[src/rtl/dout_bus_master_if.sv]
// Single-master STB/ACK bus between dout_bus_master and the digital-output port.
// Signal names follow the master's view (o* driven by master, i* driven by slave).
interface dout_bus_if;
    logic [31:0] oADR;
    logic [31:0] oDAT;
    logic [31:0] iDAT;
    logic        oWE;
    logic        oSTB;
    logic        iACK;

    modport master (output oADR, oDAT, oWE, oSTB, input iDAT, iACK);
    modport slave  (input oADR, oDAT, oWE, oSTB, output iDAT, iACK);
endinterface

[src/rtl/dout_bus_master.sv]
// Writes three captured bytes to output registers A/B/C over the STB/ACK bus,
// optionally reads them back, and reports busy/done/error status.
module dout_bus_master #(
    parameter logic [31:0] ADDR_A      = 32'h0000_0000,
    parameter logic [31:0] ADDR_B      = 32'h0000_0010,
    parameter logic [31:0] ADDR_C      = 32'h0000_0020,
    parameter int          ACK_TIMEOUT = 15
) (
    input  logic        iCLK,
    input  logic        iRSTn,
    input  logic        iSTART,
    input  logic        iVERIFY,
    input  logic [7:0]  iDATA_A,
    input  logic [7:0]  iDATA_B,
    input  logic [7:0]  iDATA_C,
    dout_bus_if.master  bus,
    output logic        oBUSY,
    output logic        oDONE,
    output logic        oERR,
    output logic [1:0]  oERR_CODE
);
    localparam logic [2:0] S_IDLE = 3'd0;
    localparam logic [2:0] S_WSTB = 3'd1;
    localparam logic [2:0] S_RSTB = 3'd2;
    localparam logic [2:0] S_GAP  = 3'd3;
    localparam logic [2:0] S_FIN  = 3'd4;

    logic [2:0]      r_state, w_nstate;
    logic [1:0]      r_idx, w_nidx;
    logic [2:0][7:0] r_data, w_data;
    logic            r_vfy, r_rd, w_nrd;
    logic [7:0]      r_tmo;
    logic            w_start, w_to_err, w_mis_err, w_tmo_hit;
    logic [31:0]     r_adr, r_dat;
    logic            r_we, r_stb, r_busy, r_done, r_err;
    logic [1:0]      r_code;

    function automatic logic [31:0] addr_of(input logic [1:0] idx);
        case (idx)
            2'd0:    addr_of = ADDR_A;
            2'd1:    addr_of = ADDR_B;
            default: addr_of = ADDR_C;
        endcase
    endfunction

    function automatic logic [7:0] byte_of(input logic [2:0][7:0] d, input logic [1:0] idx);
        case (idx)
            2'd0:    byte_of = d[0];
            2'd1:    byte_of = d[1];
            default: byte_of = d[2];
        endcase
    endfunction

    // Abort on the edge the count would reach the limit, unless ACK arrives on that edge.
    assign w_tmo_hit = (r_tmo == 8'(ACK_TIMEOUT - 1));

    always_comb begin
        w_nstate  = r_state;
        w_nidx    = r_idx;
        w_nrd     = r_rd;
        w_data    = r_data;
        w_start   = 1'b0;
        w_to_err  = 1'b0;
        w_mis_err = 1'b0;
        case (r_state)
            S_IDLE: if (iSTART) begin
                w_start  = 1'b1;
                w_nstate = S_WSTB;
                w_nidx   = 2'd0;
                w_nrd    = 1'b0;
                w_data   = {iDATA_C, iDATA_B, iDATA_A};
            end
            S_WSTB: begin
                if (bus.iACK)       w_nstate = S_GAP;
                else if (w_tmo_hit) begin w_nstate = S_FIN; w_to_err = 1'b1; end
            end
            S_RSTB: begin
                if (bus.iACK) begin
                    if (bus.iDAT == {24'h0, byte_of(r_data, r_idx)}) w_nstate = S_GAP;
                    else begin w_nstate = S_FIN; w_mis_err = 1'b1; end
                end else if (w_tmo_hit) begin
                    w_nstate = S_FIN;
                    w_to_err = 1'b1;
                end
            end
            S_GAP: begin
                if (r_idx != 2'd2) begin
                    w_nstate = r_rd ? S_RSTB : S_WSTB;
                    w_nidx   = r_idx + 2'd1;
                end else if (!r_rd && r_vfy) begin
                    w_nstate = S_RSTB;
                    w_nidx   = 2'd0;
                    w_nrd    = 1'b1;
                end else begin
                    w_nstate = S_FIN;
                end
            end
            S_FIN:   w_nstate = S_IDLE;
            default: w_nstate = S_IDLE;
        endcase
    end

    // Outputs are registered from the next state so they change with the state itself.
    always_ff @(posedge iCLK or negedge iRSTn) begin
        if (!iRSTn) begin
            r_state <= S_IDLE;
            r_idx   <= 2'd0;
            r_rd    <= 1'b0;
            r_vfy   <= 1'b0;
            r_data  <= '0;
            r_tmo   <= 8'd0;
            r_adr   <= 32'd0;
            r_dat   <= 32'd0;
            r_we    <= 1'b0;
            r_stb   <= 1'b0;
            r_busy  <= 1'b0;
            r_done  <= 1'b0;
            r_err   <= 1'b0;
            r_code  <= 2'b00;
        end else begin
            r_state <= w_nstate;
            r_idx   <= w_nidx;
            r_rd    <= w_nrd;
            r_data  <= w_data;
            if (w_start) r_vfy <= iVERIFY;
            r_tmo   <= (r_stb && !bus.iACK) ? r_tmo + 8'd1 : 8'd0;
            r_stb   <= (w_nstate == S_WSTB) || (w_nstate == S_RSTB);
            r_we    <= (w_nstate == S_WSTB);
            r_adr   <= ((w_nstate == S_WSTB) || (w_nstate == S_RSTB)) ? addr_of(w_nidx) : 32'd0;
            r_dat   <= (w_nstate == S_WSTB) ? {24'h0, byte_of(w_data, w_nidx)} : 32'd0;
            r_busy  <= (w_nstate != S_IDLE);
            r_done  <= (w_nstate == S_FIN);
            if (w_start) begin
                r_err  <= 1'b0;
                r_code <= 2'b00;
            end else if (w_to_err) begin
                r_err  <= 1'b1;
                r_code <= 2'b01;
            end else if (w_mis_err) begin
                r_err  <= 1'b1;
                r_code <= 2'b10;
            end
        end
    end

    assign bus.oADR  = r_adr;
    assign bus.oDAT  = r_dat;
    assign bus.oWE   = r_we;
    assign bus.oSTB  = r_stb;
    assign oBUSY     = r_busy;
    assign oDONE     = r_done;
    assign oERR      = r_err;
    assign oERR_CODE = r_code;
endmodule

[src/flat_wrapper.sv]
// flat-port wrapper written by rule: the top's interface ports become plain ports
module dout_bus_master_flat 
#(
    parameter logic [31:0] ADDR_A      = 32'h0000_0000,
    parameter logic [31:0] ADDR_B      = 32'h0000_0010,
    parameter logic [31:0] ADDR_C      = 32'h0000_0020,
    parameter int          ACK_TIMEOUT = 15
)
  (iCLK, iRSTn, iSTART, iVERIFY, iDATA_A, iDATA_B, iDATA_C, oBUSY, oDONE, oERR, oERR_CODE, bus_oADR, bus_oDAT, bus_oWE, bus_oSTB, bus_iDAT, bus_iACK);
  dout_bus_if bus_i ();
  input  logic iCLK;
  input  logic iRSTn;
  input  logic iSTART;
  input  logic iVERIFY;
  input  logic [7:0] iDATA_A;
  input  logic [7:0] iDATA_B;
  input  logic [7:0] iDATA_C;
  output logic oBUSY;
  output logic oDONE;
  output logic oERR;
  output logic [1:0] oERR_CODE;
  output wire logic [$bits(bus_i.oADR)-1:0] bus_oADR;
  output wire logic [$bits(bus_i.oDAT)-1:0] bus_oDAT;
  output wire logic [$bits(bus_i.oWE)-1:0] bus_oWE;
  output wire logic [$bits(bus_i.oSTB)-1:0] bus_oSTB;
  input wire logic [$bits(bus_i.iDAT)-1:0] bus_iDAT;
  input wire logic [$bits(bus_i.iACK)-1:0] bus_iACK;
  assign bus_oADR = bus_i.oADR;
  assign bus_oDAT = bus_i.oDAT;
  assign bus_oWE = bus_i.oWE;
  assign bus_oSTB = bus_i.oSTB;
  assign bus_i.iDAT = bus_iDAT;
  assign bus_i.iACK = bus_iACK;
  dout_bus_master #(.ADDR_A(ADDR_A), .ADDR_B(ADDR_B), .ADDR_C(ADDR_C), .ACK_TIMEOUT(ACK_TIMEOUT)) u_core (.iCLK(iCLK), .iRSTn(iRSTn), .iSTART(iSTART), .iVERIFY(iVERIFY), .iDATA_A(iDATA_A), .iDATA_B(iDATA_B), .iDATA_C(iDATA_C), .bus(bus_i), .oBUSY(oBUSY), .oDONE(oDONE), .oERR(oERR), .oERR_CODE(oERR_CODE));
endmodule
[config.mk]
export PLATFORM = sky130hd
export DESIGN_NAME = dout_bus_master_flat
export DESIGN_NICKNAME = d
export VERILOG_FILES = /design/src/rtl/dout_bus_master_if.sv /design/src/rtl/dout_bus_master.sv /design/src/flat_wrapper.sv
export SDC_FILE = /design/constraint.sdc
export NUM_CORES = 1
export LEC_CHECK = 0
export ABC_CLOCK_PERIOD_IN_PS = 2100
export BUFFER_PORTS_ARGS = -buffer_cell sky130_fd_sc_hd__buf_4
export CAP_MARGIN = 20
export CORE_MARGIN = 10
export CORE_UTILIZATION = 40
export CTS_BUF_LIST = sky130_fd_sc_hd__clkbuf_4 sky130_fd_sc_hd__clkbuf_8
export CTS_CLUSTER_SIZE = 40
export DETAILED_ROUTE_END_ITERATION = 10
export PLACE_DENSITY = 0.67
export SLEW_MARGIN = 20
export SYNTH_ARGS = -nofsm -noshare
export SYNTH_HDL_FRONTEND = slang
export SYNTH_SLANG_ARGS = --single-unit
[constraint.sdc]
create_clock -name iCLK -period 2.1 [get_ports iCLK]
set_input_delay 0.21 -clock iCLK [delete_from_list [all_inputs] [get_ports iCLK]]
set_output_delay 0.21 -clock iCLK [all_outputs]
set_load 0.005 [all_outputs]
==> impl_metrics.tcl <==
set metrics [dict create \
    status "completed" \
    placed_cell_area_um2 3920 \
    globalplace.congestion 0.818 \
    ys_types 50 \
    fp.dieH_um 112 \
    cp_max_fo 9 \
    cts_made_buffers 5 \
    fill_cells 762 \
    final_cell_area_um2 4130 \
    power_w 0.00511 \
    clk_pin_slew_ps 100 \
    cts_root_buf "clkbuf_8" \
    nets 509 \
    areaGrowthSynthToFinish_pct 22.8 \
    grt_setup_unrepaired "yes" \
    startpoint "u_core.r_idx[0]" \
    rr_endpoint "u_core.oBUSY" \
    routedWlPerCell_um 15.1 \
    switching_share_pct 40.0 \
    antenna_found_initial 0 \
    floorplan.rows 33 \
    worstSetupEndpointType "flop" \
    ir_drop_mv 0.626 \
    synth_top_area_cell "dfrtp_1" \
    hold_class "in2reg" \
    min_from "iDATA_C[2]" \
    met1Wirelength_mm 3.81 \
    synth_edf_count 0 \
    wl_met2_mm 3.84 \
    max_freq_mhz 483 \
    async_flop_share_pct 100 \
    netlist_top_cells_area "dfrtp_1 42%, buf_4 12%, nand2_1 9.5%" \
    dieArea_um2 12500 \
    holdPathEnd "u_core.r_data[18]" \
    port-buffer-count 77 \
    ys_ff_latch 56 \
    reg2reg_slack_ps 30 \
    cts-htree-levels 2 \
    clk_path_buf_depth 2 \
    pwr-share-clk_pct 11.6 \
    ys.flop_type "dfrtp_1" \
    coreArea_um2 8220 \
    p_leak_nw 2.16 \
    drt_first_iter_violations 149 \
    hold_depth 3 \
    critPathArrivalTime_ps 2260 \
    synth_top_area_share_pct 41.7 \
    antenna_left 0 \
    finalSetupViolations 0 \
    period_needed_ps 2070 \
    grt_pass1_vias 2706 \
    cp-start-kind "flop" \
    vias 2611 \
    combinationalPowerShare_pct 53.9 \
    skew_ps 11.2 \
    reg2reg_from "u_core.r_idx[0]" \
    numClockSinks 56 \
    seqPwrFrac_pct 34.4 \
    die_w_um 112 \
    grt_max_degree 57 \
    viasPerCell 4.73 \
    n_antenna_cell 0 \
    grt.overflow.total 0 \
    postSynthCellCount 358 \
    worstSkewPairLatency_ps 310 \
    ys_warn_count 0 \
    drt_wl_total_mm 8.31 \
    hpwlAfterDp_mm 6.35 \
    worstSetupPathType "reg2reg" \
    hold_viol 0 \
    internal-power_w 0.00307 \
    grt_use_total_pct 12.6 \
    route.detailed.drc 0 \
    ys_seq_area_share_pct 41.7 \
    power_density_nw_per_um2 1240 \
    critical_path_required_ps 2290 \
    grt_pass1_wl_mm 13.5 \
    fin_setup_tns_ps 0 \
    switching_power_w 0.00205 \
    tritoncts "yes" \
    syn-mean-instance-area_um2 9.40 \
    min_period_over_period_pct 98.6 \
    syn-cell-area_um2 3360 \
    highest_layer "met4" \
    io_pins 132 \
    drv_slew 0 \
    start_util_pct 40.9 \
    slew_headroom_pct 52.7 \
    drive_gt1_share_pct 30.9 \
    maxCapViolCount 0 \
    r2r_cells 7 \
    firstDrtPassIters 4 \
    wl_met3_um 590 \
    worst_slew_pin_slew_ps 709 \
]
-- what timing repair did --
action / in CTS / in global routing
pin swaps: 0 / 5
resized for setup: 5 / 16
endpoints found under the setup margin: 9 / 18
hold buffers: 1 / 0
endpoints found under the hold margin: 56 / 0
setup buffers: 0 / 3
-- stage by stage --
| stage | util, % | cells | hold slack (ps) | setup WS, ps |
|---|---|---|---|---|
| after global placement | 47.7 | 540 | 305 | -5.59 |
| after floorplan | - | 411 | -85.6 | -2.79 |
| final | 50.3 | 552 | 102 | 29.2 |
| after detailed placement | 47.7 | 540 | 318 | -12.7 |
| after global routing | 50.3 | 552 | 103 | -57.1 |
| after CTS | 49.1 | 549 | 92.6 | 18.1 |
-- worst max-delay path, stage by stage, from the launching register on --
cell	delay, ps
dfrtp_2	460
buf_4	160
buf_12	140
nor2b_2	130
mux2_2	350
a21oi_2	190
mux2i_1	130
a2111o_1	390
-- synthesized netlist by cell type (3+ instances only) --
library cell and number:
a211oi_1 5, a21oi_1 4, a32o_1 3, buf_2 9, buf_4 55, buf_6 5
dfrtp_1 56, inv_1 4, mux2_2 9, mux2i_1 9, nand2_1 85, nand3_1 14
nor2_1 16, nor2b_1 8, nor3_1 4, nor4_1 6, o211a_1 12, o21ai_0 4
xnor2_1 3, xor2_1 6
-- layout make-up --
class	instances	area (um2)	share of cell area (%)
Clock buffer	5	68.8	1.67
Timing Repair Buffer	99	782	18.9
Sequential cell	56	1400	34.0
Multi-Input combinational cell	280	1710	41.4
Clock inverter	3	21.3	0.515
Tap cell	105	131	3.18
Inverter	4	15.0	0.363
-- worst max path at each step --
stage	endpoint	slack, ps
final	u_core.oBUSY	30
after global routing	u_core.r_state[1]	-60
after CTS	u_core.r_state[1]	20
after detailed placement	u_core.r_state[1]	-10
after global placement	u_core.oBUSY	-6
after floorplan	u_core.bus.oDAT[0]	-3
-- per-layer routing --
layer  vias up  GRT usage (%)
li1       1281              -
met1      1224           16.5
met2       101           19.9
met3         5           3.54
met4         0           3.17
met5         -              0
-- power by group through the flow --
stage | clock (W) | sequential (W) | combinational (W)
after global routing | 0.000652 | 0.00181 | 0.00304
after global placement | 0 | 0.00176 | 0.00253
after CTS | 0.000620 | 0.00174 | 0.00261
after floorplan | 0 | 0.00166 | 0.00192
after detailed placement | 0 | 0.00176 | 0.00259
final | 0.000595 | 0.00176 | 0.00276
-- cells in the final DEF (no fill, tap or decap), drive strengths merged, types with 3 or more instances in the layout --
cell type	Yosys	layout
nor4	8	8
xnor2	3	3
o21ai	4	4
o211a	12	12
inv	4	5
a21oi	4	4
mux2	9	9
nor2b	8	8
o211ai	3	3
nand2	85	85
xor2	6	6
nor2	16	16
a211oi	5	5
nand3	14	14
nor3	4	4
clkbuf	2	5
conb	1	54
mux2i	9	9
a32o	3	3
a31oi	3	3
dfrtp	56	56
buf	69	98
-- flip-flops by register name, summed over array words and instances, names as in the netlist, 2 cells and up --
name and cells:
u_core.r_data 24, u_core.oERR_CODE 2, u_core.r_idx 2, u_core.bus.oADR 2, u_core.bus.oDAT 8, u_core.r_tmo 8, u_core.r_state 3
-- cell families after synthesis --
logic type | synth area share, %
AND/OR/NAND/NOR | 22.2
buffers and inverters | 16.0
flip-flops | 41.7
AO/OA/AOI/OAI | 11.3
multiplexers | 5.69
XOR/XNOR | 2.34
adder cells (fa/ha/maj) | 0.744
other | 0.111
Power figures use the tool's default switching activity.
